===== src/rtl/serial_adder_ctrl.sv =====
// Bit-serial adder controller: one full-adder cell sequenced LSB-first over
// WIDTH bits with a carry flip-flop, start/done handshake, registered results.
module serial_adder_ctrl #(
  parameter int unsigned WIDTH = 8
) (
  input  logic             clk,
  input  logic             rst,
  input  logic             start,
  input  logic [WIDTH-1:0] a,
  input  logic [WIDTH-1:0] b,
  input  logic             cin,
  output logic             busy,
  output logic             done,
  output logic [WIDTH-1:0] sum,
  output logic             cout,
  output logic             ovf
);

  localparam int unsigned CNT_W = $clog2(WIDTH);
  localparam logic [CNT_W-1:0] CNT_LAST = CNT_W'(WIDTH - 1);

  localparam logic [1:0] ST_IDLE = 2'd0;
  localparam logic [1:0] ST_RUN  = 2'd1;
  localparam logic [1:0] ST_DONE = 2'd2;

  logic [1:0]       state, state_nxt;
  logic [WIDTH-1:0] a_sr, a_sr_nxt;
  logic [WIDTH-1:0] b_sr, b_sr_nxt;
  logic [WIDTH-1:0] sum_sr, sum_sr_nxt;
  logic             carry_q, carry_nxt;
  logic [CNT_W-1:0] cnt, cnt_nxt;
  logic             busy_nxt, done_nxt;
  logic [WIDTH-1:0] sum_nxt;
  logic             cout_nxt, ovf_nxt;
  logic             fa_s, fa_c;
  logic [WIDTH-1:0] sum_shift;

  // Single full-adder cell on the current LSBs and the stored carry
  always_comb begin
    fa_s      = a_sr[0] ^ b_sr[0] ^ carry_q;
    fa_c      = (a_sr[0] & b_sr[0]) | (a_sr[0] & carry_q) | (b_sr[0] & carry_q);
    sum_shift = {fa_s, sum_sr[WIDTH-1:1]};
  end

  // Next-state and next-output logic
  always_comb begin
    state_nxt  = state;
    a_sr_nxt   = a_sr;
    b_sr_nxt   = b_sr;
    sum_sr_nxt = sum_sr;
    carry_nxt  = carry_q;
    cnt_nxt    = cnt;
    sum_nxt    = sum;
    cout_nxt   = cout;
    ovf_nxt    = ovf;

    case (state)
      ST_IDLE, ST_DONE: begin
        if (start) begin
          a_sr_nxt  = a;
          b_sr_nxt  = b;
          carry_nxt = cin;
          cnt_nxt   = '0;
          state_nxt = ST_RUN;
        end else begin
          state_nxt = ST_IDLE;
        end
      end
      ST_RUN: begin
        sum_sr_nxt = sum_shift;
        a_sr_nxt   = {1'b0, a_sr[WIDTH-1:1]};
        b_sr_nxt   = {1'b0, b_sr[WIDTH-1:1]};
        carry_nxt  = fa_c;
        if (cnt == CNT_LAST) begin
          // Final step: carry_q here is the carry into the MSB
          sum_nxt   = sum_shift;
          cout_nxt  = fa_c;
          ovf_nxt   = carry_q ^ fa_c;
          cnt_nxt   = '0;
          state_nxt = ST_DONE;
        end else begin
          cnt_nxt = cnt + CNT_W'(1);
        end
      end
      default: state_nxt = ST_IDLE;
    endcase

    busy_nxt = (state_nxt == ST_RUN);
    done_nxt = (state_nxt == ST_DONE);
  end

  // State and output registers with synchronous reset
  always_ff @(posedge clk) begin
    if (rst) begin
      state   <= ST_IDLE;
      a_sr    <= '0;
      b_sr    <= '0;
      sum_sr  <= '0;
      carry_q <= 1'b0;
      cnt     <= '0;
      busy    <= 1'b0;
      done    <= 1'b0;
      sum     <= '0;
      cout    <= 1'b0;
      ovf     <= 1'b0;
    end else begin
      state   <= state_nxt;
      a_sr    <= a_sr_nxt;
      b_sr    <= b_sr_nxt;
      sum_sr  <= sum_sr_nxt;
      carry_q <= carry_nxt;
      cnt     <= cnt_nxt;
      busy    <= busy_nxt;
      done    <= done_nxt;
      sum     <= sum_nxt;
      cout    <= cout_nxt;
      ovf     <= ovf_nxt;
    end
  end

endmodule


===== config.mk =====
export PLATFORM = sky130hd
export DESIGN_NAME = serial_adder_ctrl
export DESIGN_NICKNAME = d
export VERILOG_FILES = /design/src/rtl/serial_adder_ctrl.sv
export SDC_FILE = /design/constraint.sdc
export NUM_CORES = 1
export LEC_CHECK = 0
export BUFFER_PORTS_ARGS = -buffer_cell sky130_fd_sc_hd__buf_2
export CORE_ASPECT_RATIO = 2
export CORE_UTILIZATION = 48
export DETAILED_ROUTE_END_ITERATION = 12
export PLACE_DENSITY = 0.84
export SETUP_SLACK_MARGIN = 0.3
export SKIP_CTS_REPAIR_TIMING = 1
export SYNTH_ARGS = -nofsm -noshare
export SYNTH_HDL_FRONTEND = slang
export SYNTH_SLANG_ARGS = --single-unit

===== constraint.sdc =====
create_clock -name clk -period 1.63 [get_ports clk]
set_clock_uncertainty 0.2 [all_clocks]
set_input_delay 0.489 -clock clk [delete_from_list [all_inputs] [get_ports clk]]
set_output_delay 0.489 -clock clk [all_outputs]
set_load 0.005 [all_outputs]

==> results of run 1 <==
[per-stage QoR]
step	hold slack, ps	area (um2)	utilization (%)	setup WS (ps)
after floorplan	232	1680	-	242
after global placement	239	1870	57.8	96.0
after detailed placement	243	1870	57.8	44.7
after CTS	229	1950	60.4	84.8
after global routing	237	2110	65.2	116
final	230	2110	65.2	146
[final timing paths]
kind,from,end,slack (ps)
worst max-delay path,cnt[1]$_SDFFE_PP0P_,sum[5]$_SDFFE_PP0P_,150
worst min register to register,sum[5]$_SDFFE_PP0P_,sum[5]$_SDFFE_PP0P_,250
worst min-delay path,a[7],a_sr[7]$_SDFFE_PP0P_,230
worst max register to register,cnt[1]$_SDFFE_PP0P_,sum[5]$_SDFFE_PP0P_,150
[cells by family after synthesis]
| family | Yosys count |
|---|---|
| DFF | 41 |
| and+or+nand+nor | 98 |
| AOI/OAI and AO/OA | 38 |
| buffers and inverters | 17 |
| adders and majority gates | 3 |
| xor gates and xnor gates | 1 |
[where the power goes]
part	internal [W]	switching, W
Clock	0.000336	0.000324
Sequential	0.00105	0.0000370
Combinational	0.000123	0.000138
Total	0.00151	0.000499
[worst reg2reg max path, delay by kind of cell, from the launching register on]
kind | cells | cell delay [ps]
AOI/OAI and AO/OA | 1 | 50
adders and majority gates | 2 | 320
buffers and inverters | 1 | 140
DFF | 1 | 340
and+or+nand+nor | 2 | 310
[flip-flops by register name (all words and copies together), names as in the netlist, 2 cells and up]
| signal | flops |
|---|---|
| sum | 8 |
| cnt | 3 |
| state | 2 |
| sum_sr | 7 |
| b_sr | 8 |
| a_sr | 8 |
[layer usage]
metal	wire (um)	up-vias
met5	0	-
met4	84	0
met3	111	5
met2	1970	31
met1	1320	671
li1	-	729
[final cells by class]
| cell class | count | share of cell area, % |
|---|---|---|
| flip-flops and latches | 41 | 39.9 |
| multi-input cells | 141 | 38.7 |
| repair buffers | 43 | 15.4 |
| clock buffers | 7 | 4.10 |
| well taps | 31 | 1.84 |
[cell usage after synthesis, drive strengths merged]
cell type | count | area share, %
or2b | 1 | 0.53
o21a | 1 | 0.46
nand3b | 1 | 0.46
dfxtp | 41 | 50
clkbuf | 6 | 1.4
nand2 | 66 | 15
ha | 2 | 1.5
fa | 1 | 1.2
nand3 | 4 | 1.2
nor2b | 1 | 0.53
a211oi | 1 | 0.46
nor2 | 21 | 4.8
xnor2 | 1 | 0.53
nand2b | 1 | 0.38
and3b | 1 | 0.53
a311oi | 15 | 8.4
nor4b | 1 | 0.53
buf | 11 | 5.1
and2b | 1 | 0.46
a31oi | 1 | 0.38
a21oi | 20 | 6.1
==> impl_metrics.toml, run 1 <==
[run_status]
status = "complete, but fails checks"
violations = "design-rule violations"

[route]
routed_wl_mm = 3.48
num_vias = 1436
ant_nets = 0
drt_first_pass_iters = 8
remaining_drc_errors = 1
vias_per_cell = 5.46
avgRoutedWirePerCell_um = 13.2
drtIter0Drc = 37

[clock_network]
root_buffer = "clkbuf_8"
insertion_delay_ps = 290
path_clk_slew_ps = 70
clockBufferDepth = 2
cts_tree = "done"
cts_buffers = 5
cts.sinks = 41
htree_levels = 2

[timing]
rsz0062_at_grt = "yes"
timing.final.crit_share_pct = 91.1
max_freq_mhz = 674
max_slew_margin_pct = 80.5
min_period_ps = 1480
setup_viol = 0
tns_ps = 0
hold_violations = 0
tightestPinTransition_ps = 288
slew_viol_final = 0

[run]
drv_cap = 0

[worst_setup_path]
slowest_delay_ps = 340
path_depth = 6
critPathMaxFanout = 7
crit_buf_inv = 1
worstSetupPathType = "reg -> reg"
start_kind = "flop"
critPathRequiredTime_ps = 1600
cp_common_cell = "ha_4"
crit_chain = "ha_4 > ha_4 > and3b_2 > buf_6 > nand2_1 > a21oi_1"
worst_setup_path_end_kind = "flop"
critPathSlowestCell = "dfxtp_2"
cp.arrival_ps = 1450
reg2reg_depth = 6
path_delay_family = "flip-flops"

[yosys]
syn_avg_cell_area_um2 = 8.30
synth_xor_area_share_pct = 0.533
syn_inst = 198
ys_seq_area_share_pct = 50.0
synth_nets = 221
yosysWarnings = 0
netlist-cell-type-count = 24
synth_top_family_by_area = "simple AND/OR/NAND/NOR gates"
yosys_register_bits = 41
synth_compound_area_share_pct = 15.8
synthSimpleGateAreaFrac_pct = 24.5
syn_area_mm2 = 0.00164
synthMuxAreaShare_pct = 0
synthAdderAreaFrac_pct = 2.74

[layout]
regArea_um2 = 841
num_antenna_cells = 0
nets = 255
layout-drive-gt1-share_pct = 36.2
layout.filler_cells = 277
final_cell_mix = "63 x nand2_1, 29 x buf_2, 27 x dfxtp_1"
area_growth_pct = 28.2
layout_commonest_cell = "nand2_1"
multi_input_area_um2 = 816
finalNonFillerCells = 263

[global_routing]
grt-busiest-layer = "met2"
antenna_found_initial = 0
grt_use_met1_pct = 18.9
use_met3_pct = 3.87
grt_pass1_wl_mm = 5.34
grt_pass1_vias = 1347
met2_usage_pct = 34.4
track_usage_pct = 19.1
grt_max_degree = 31
grt_overflow = 0

[die]
initial_core_util_pct = 50.9
die_area_mm2 = 0.00367
die_w_um = 43.4
rows = 29
coreArea_mm2 = 0.00323
dieHeight_um = 84.7
ios = 32

[place]
place.port_buffers = 31
globalplace.congestion = 0.769
place_inst = 252
hpwl_mm = 2.21

[power_and_ir_drop]
powerDensity_mw_per_mm2 = 955
peakVddDrop_mv = 0.826
total_power_w = 0.00201
power.leakage_nw = 0.839

[min_path]
hold_path_depth = 3
hp-class = "in -> reg"
No activity file was read; power rests on OpenSTA's default activity.
==> run 2, diff against run 1 <==
clock period = 1.35 ns   (was 1.63 ns; I/O delays follow)
==> impl_metrics.toml, run 2 (synthesis gave the netlist of run 1 again) <==
[timing]
holdWs_ps = 153
setup_slack_ps = -118
hold_violations = 0
rsz0062_at_grt = "yes"
max_slew_margin_pct = 83.6
tightestPinTransition_ps = 245
max_freq_mhz = 681
slew_viol_final = 0
setup_viol = 11
min_period_ps = 1470
timing.final.crit_share_pct = 109

[route]
vias_per_cell = 5.49
routed_wl_mm = 3.36
avgRoutedWirePerCell_um = 12.7
num_vias = 1456
drtIter0Drc = 43
ant_nets = 0
drt_first_pass_iters = 8
remaining_drc_errors = 4

[global_routing]
grt_overflow = 0
antenna_found_initial = 0
grt_pass1_wl_mm = 5.26
track_usage_pct = 19.0
grt_pass1_vias = 1300
grt_max_degree = 24

[layout]
layout.filler_cells = 275
final_cell_mix = "65 x nand2_1, 31 x buf_2, 27 x dfxtp_1"
layout-drive-gt1-share_pct = 35.5
post-route-util_pct = 66.6
top_regs = "a_sr x8, b_sr x8, sum x8"
nets = 257
regArea_um2 = 841
area_growth_pct = 31.0
layout_commonest_cell = "nand2_1"
final_cell_area_mm2 = 0.00215
multi_input_area_um2 = 813
num_antenna_cells = 0

[clock_network]
path_clk_slew_ps = 80
cts_tree = "done"
root_buffer = "clkbuf_8"
cts.sinks = 41
htree_levels = 2
cts_buffers = 5
insertion_delay_ps = 290
clockBufferDepth = 2

[power_and_ir_drop]
power.leakage_nw = 0.872
internal_power_w = 0.00198
clockPowerShare_pct = 36.4
peakVddDrop_mv = 1.20
swShare_pct = 23.9
powerDensity_mw_per_mm2 = 1210
seqPwrFrac_pct = 50.6
total_power_w = 0.00259
comb_power_share_pct = 13.0
switchingPower_w = 0.000619

[place]
hpwl_mm = 2.25
globalplace.congestion = 0.761
place.port_buffers = 31
place_area_mm2 = 0.00198

[run]
drv_cap = 0

[die]
die_w_um = 43.4
ios = 32
initial_core_util_pct = 50.9
rows = 29
coreArea_mm2 = 0.00323
die_area_mm2 = 0.00367
dieHeight_um = 84.7

[run_status]
status = "complete, but fails checks"
violations = "design-rule violations, negative setup slack"

[worst_setup_path]
critPathSlowestCell = "dfxtp_2"
cp.arrival_ps = 1480
worst_setup_path_end_kind = "flop"
worstSetupPathType = "reg -> reg"
cp_common_cell = "ha_4"
critPathMaxFanout = 8
slowest_delay_ps = 340
crit_chain = "ha_4 > ha_4 > and3b_2 > buf_6 > a211oi_2"
critPathRequiredTime_ps = 1370
start_kind = "flop"

[min_path]
hp-class = "in -> reg"
run 2: changes by cell type in the layout (fill, tap and decap cells not counted), moves of 3 or more:
cell | before | now
buf_12 | 3 | 7
a311oi_1 | 11 | 14
a311oi_2 | 4 | 1
buf_6 | 5 | 2
run 2: metal layers:
metal  GRT usage (%)  wire, um
met1            18.3      1280
met4            11.1        72
met3            4.52        97
met2            34.6      1910
met5               0         0
run 2: path summary, 6_finish.rpt:
| path | start | endpoint | slack [ps] | depth (start not counted) |
|---|---|---|---|---|
| setup / recovery | cnt[1]$_SDFFE_PP0P_ | ovf$_SDFFE_PP0P_ | -120 | 5 |
| hold / removal | a[7] | a_sr[7]$_SDFFE_PP0P_ | 150 | 3 |
| setup reg to reg | cnt[1]$_SDFFE_PP0P_ | ovf$_SDFFE_PP0P_ | -120 | 5 |
| hold reg to reg | sum[0]$_SDFFE_PP0P_ | sum[0]$_SDFFE_PP0P_ | 250 | 2 |
run 2: layout make-up:
class                   count  share of cell area [%]
flip-flops and latches     41                    39.1
multi-input cells         141                    37.8
repair buffers             45                    16.5
clock buffers               5                    3.20
well taps                  31                    1.80
clock inverters             2                    1.63
run 2: worst max-delay path, delay by kind of cell (launching register included):
family | cells | cell delay (ps)
flip-flops | 1 | 340
adder cells (fa/ha/maj) | 2 | 320
AO/OA/AOI/OAI | 1 | 170
buffers and inverters | 1 | 140
AND/OR/NAND/NOR | 1 | 230
run 2: power by group through the flow:
| stage | Clock (W) | Combinational, W | Sequential (W) |
|---|---|---|---|
| floorplan | 0 | 0.000224 | 0.00133 |
| global placement | 0 | 0.000304 | 0.00134 |
| detailed placement | 0 | 0.000315 | 0.00134 |
| CTS | 0.000963 | 0.000319 | 0.00131 |
| global route | 0.00101 | 0.000369 | 0.00132 |
| finish | 0.000945 | 0.000336 | 0.00131 |
run 2: per-stage QoR:
step           std cells  setup TNS [ps]  worst slack, ps
6_report             265            -964             -118
5_1_grt              265           -1880             -181
4_1_cts              263           -1070             -122
3_5_place_dp         256           -3100             -171
3_3_place_gp         256           -2290             -122
2_1_floorplan        198            -174            -21.2
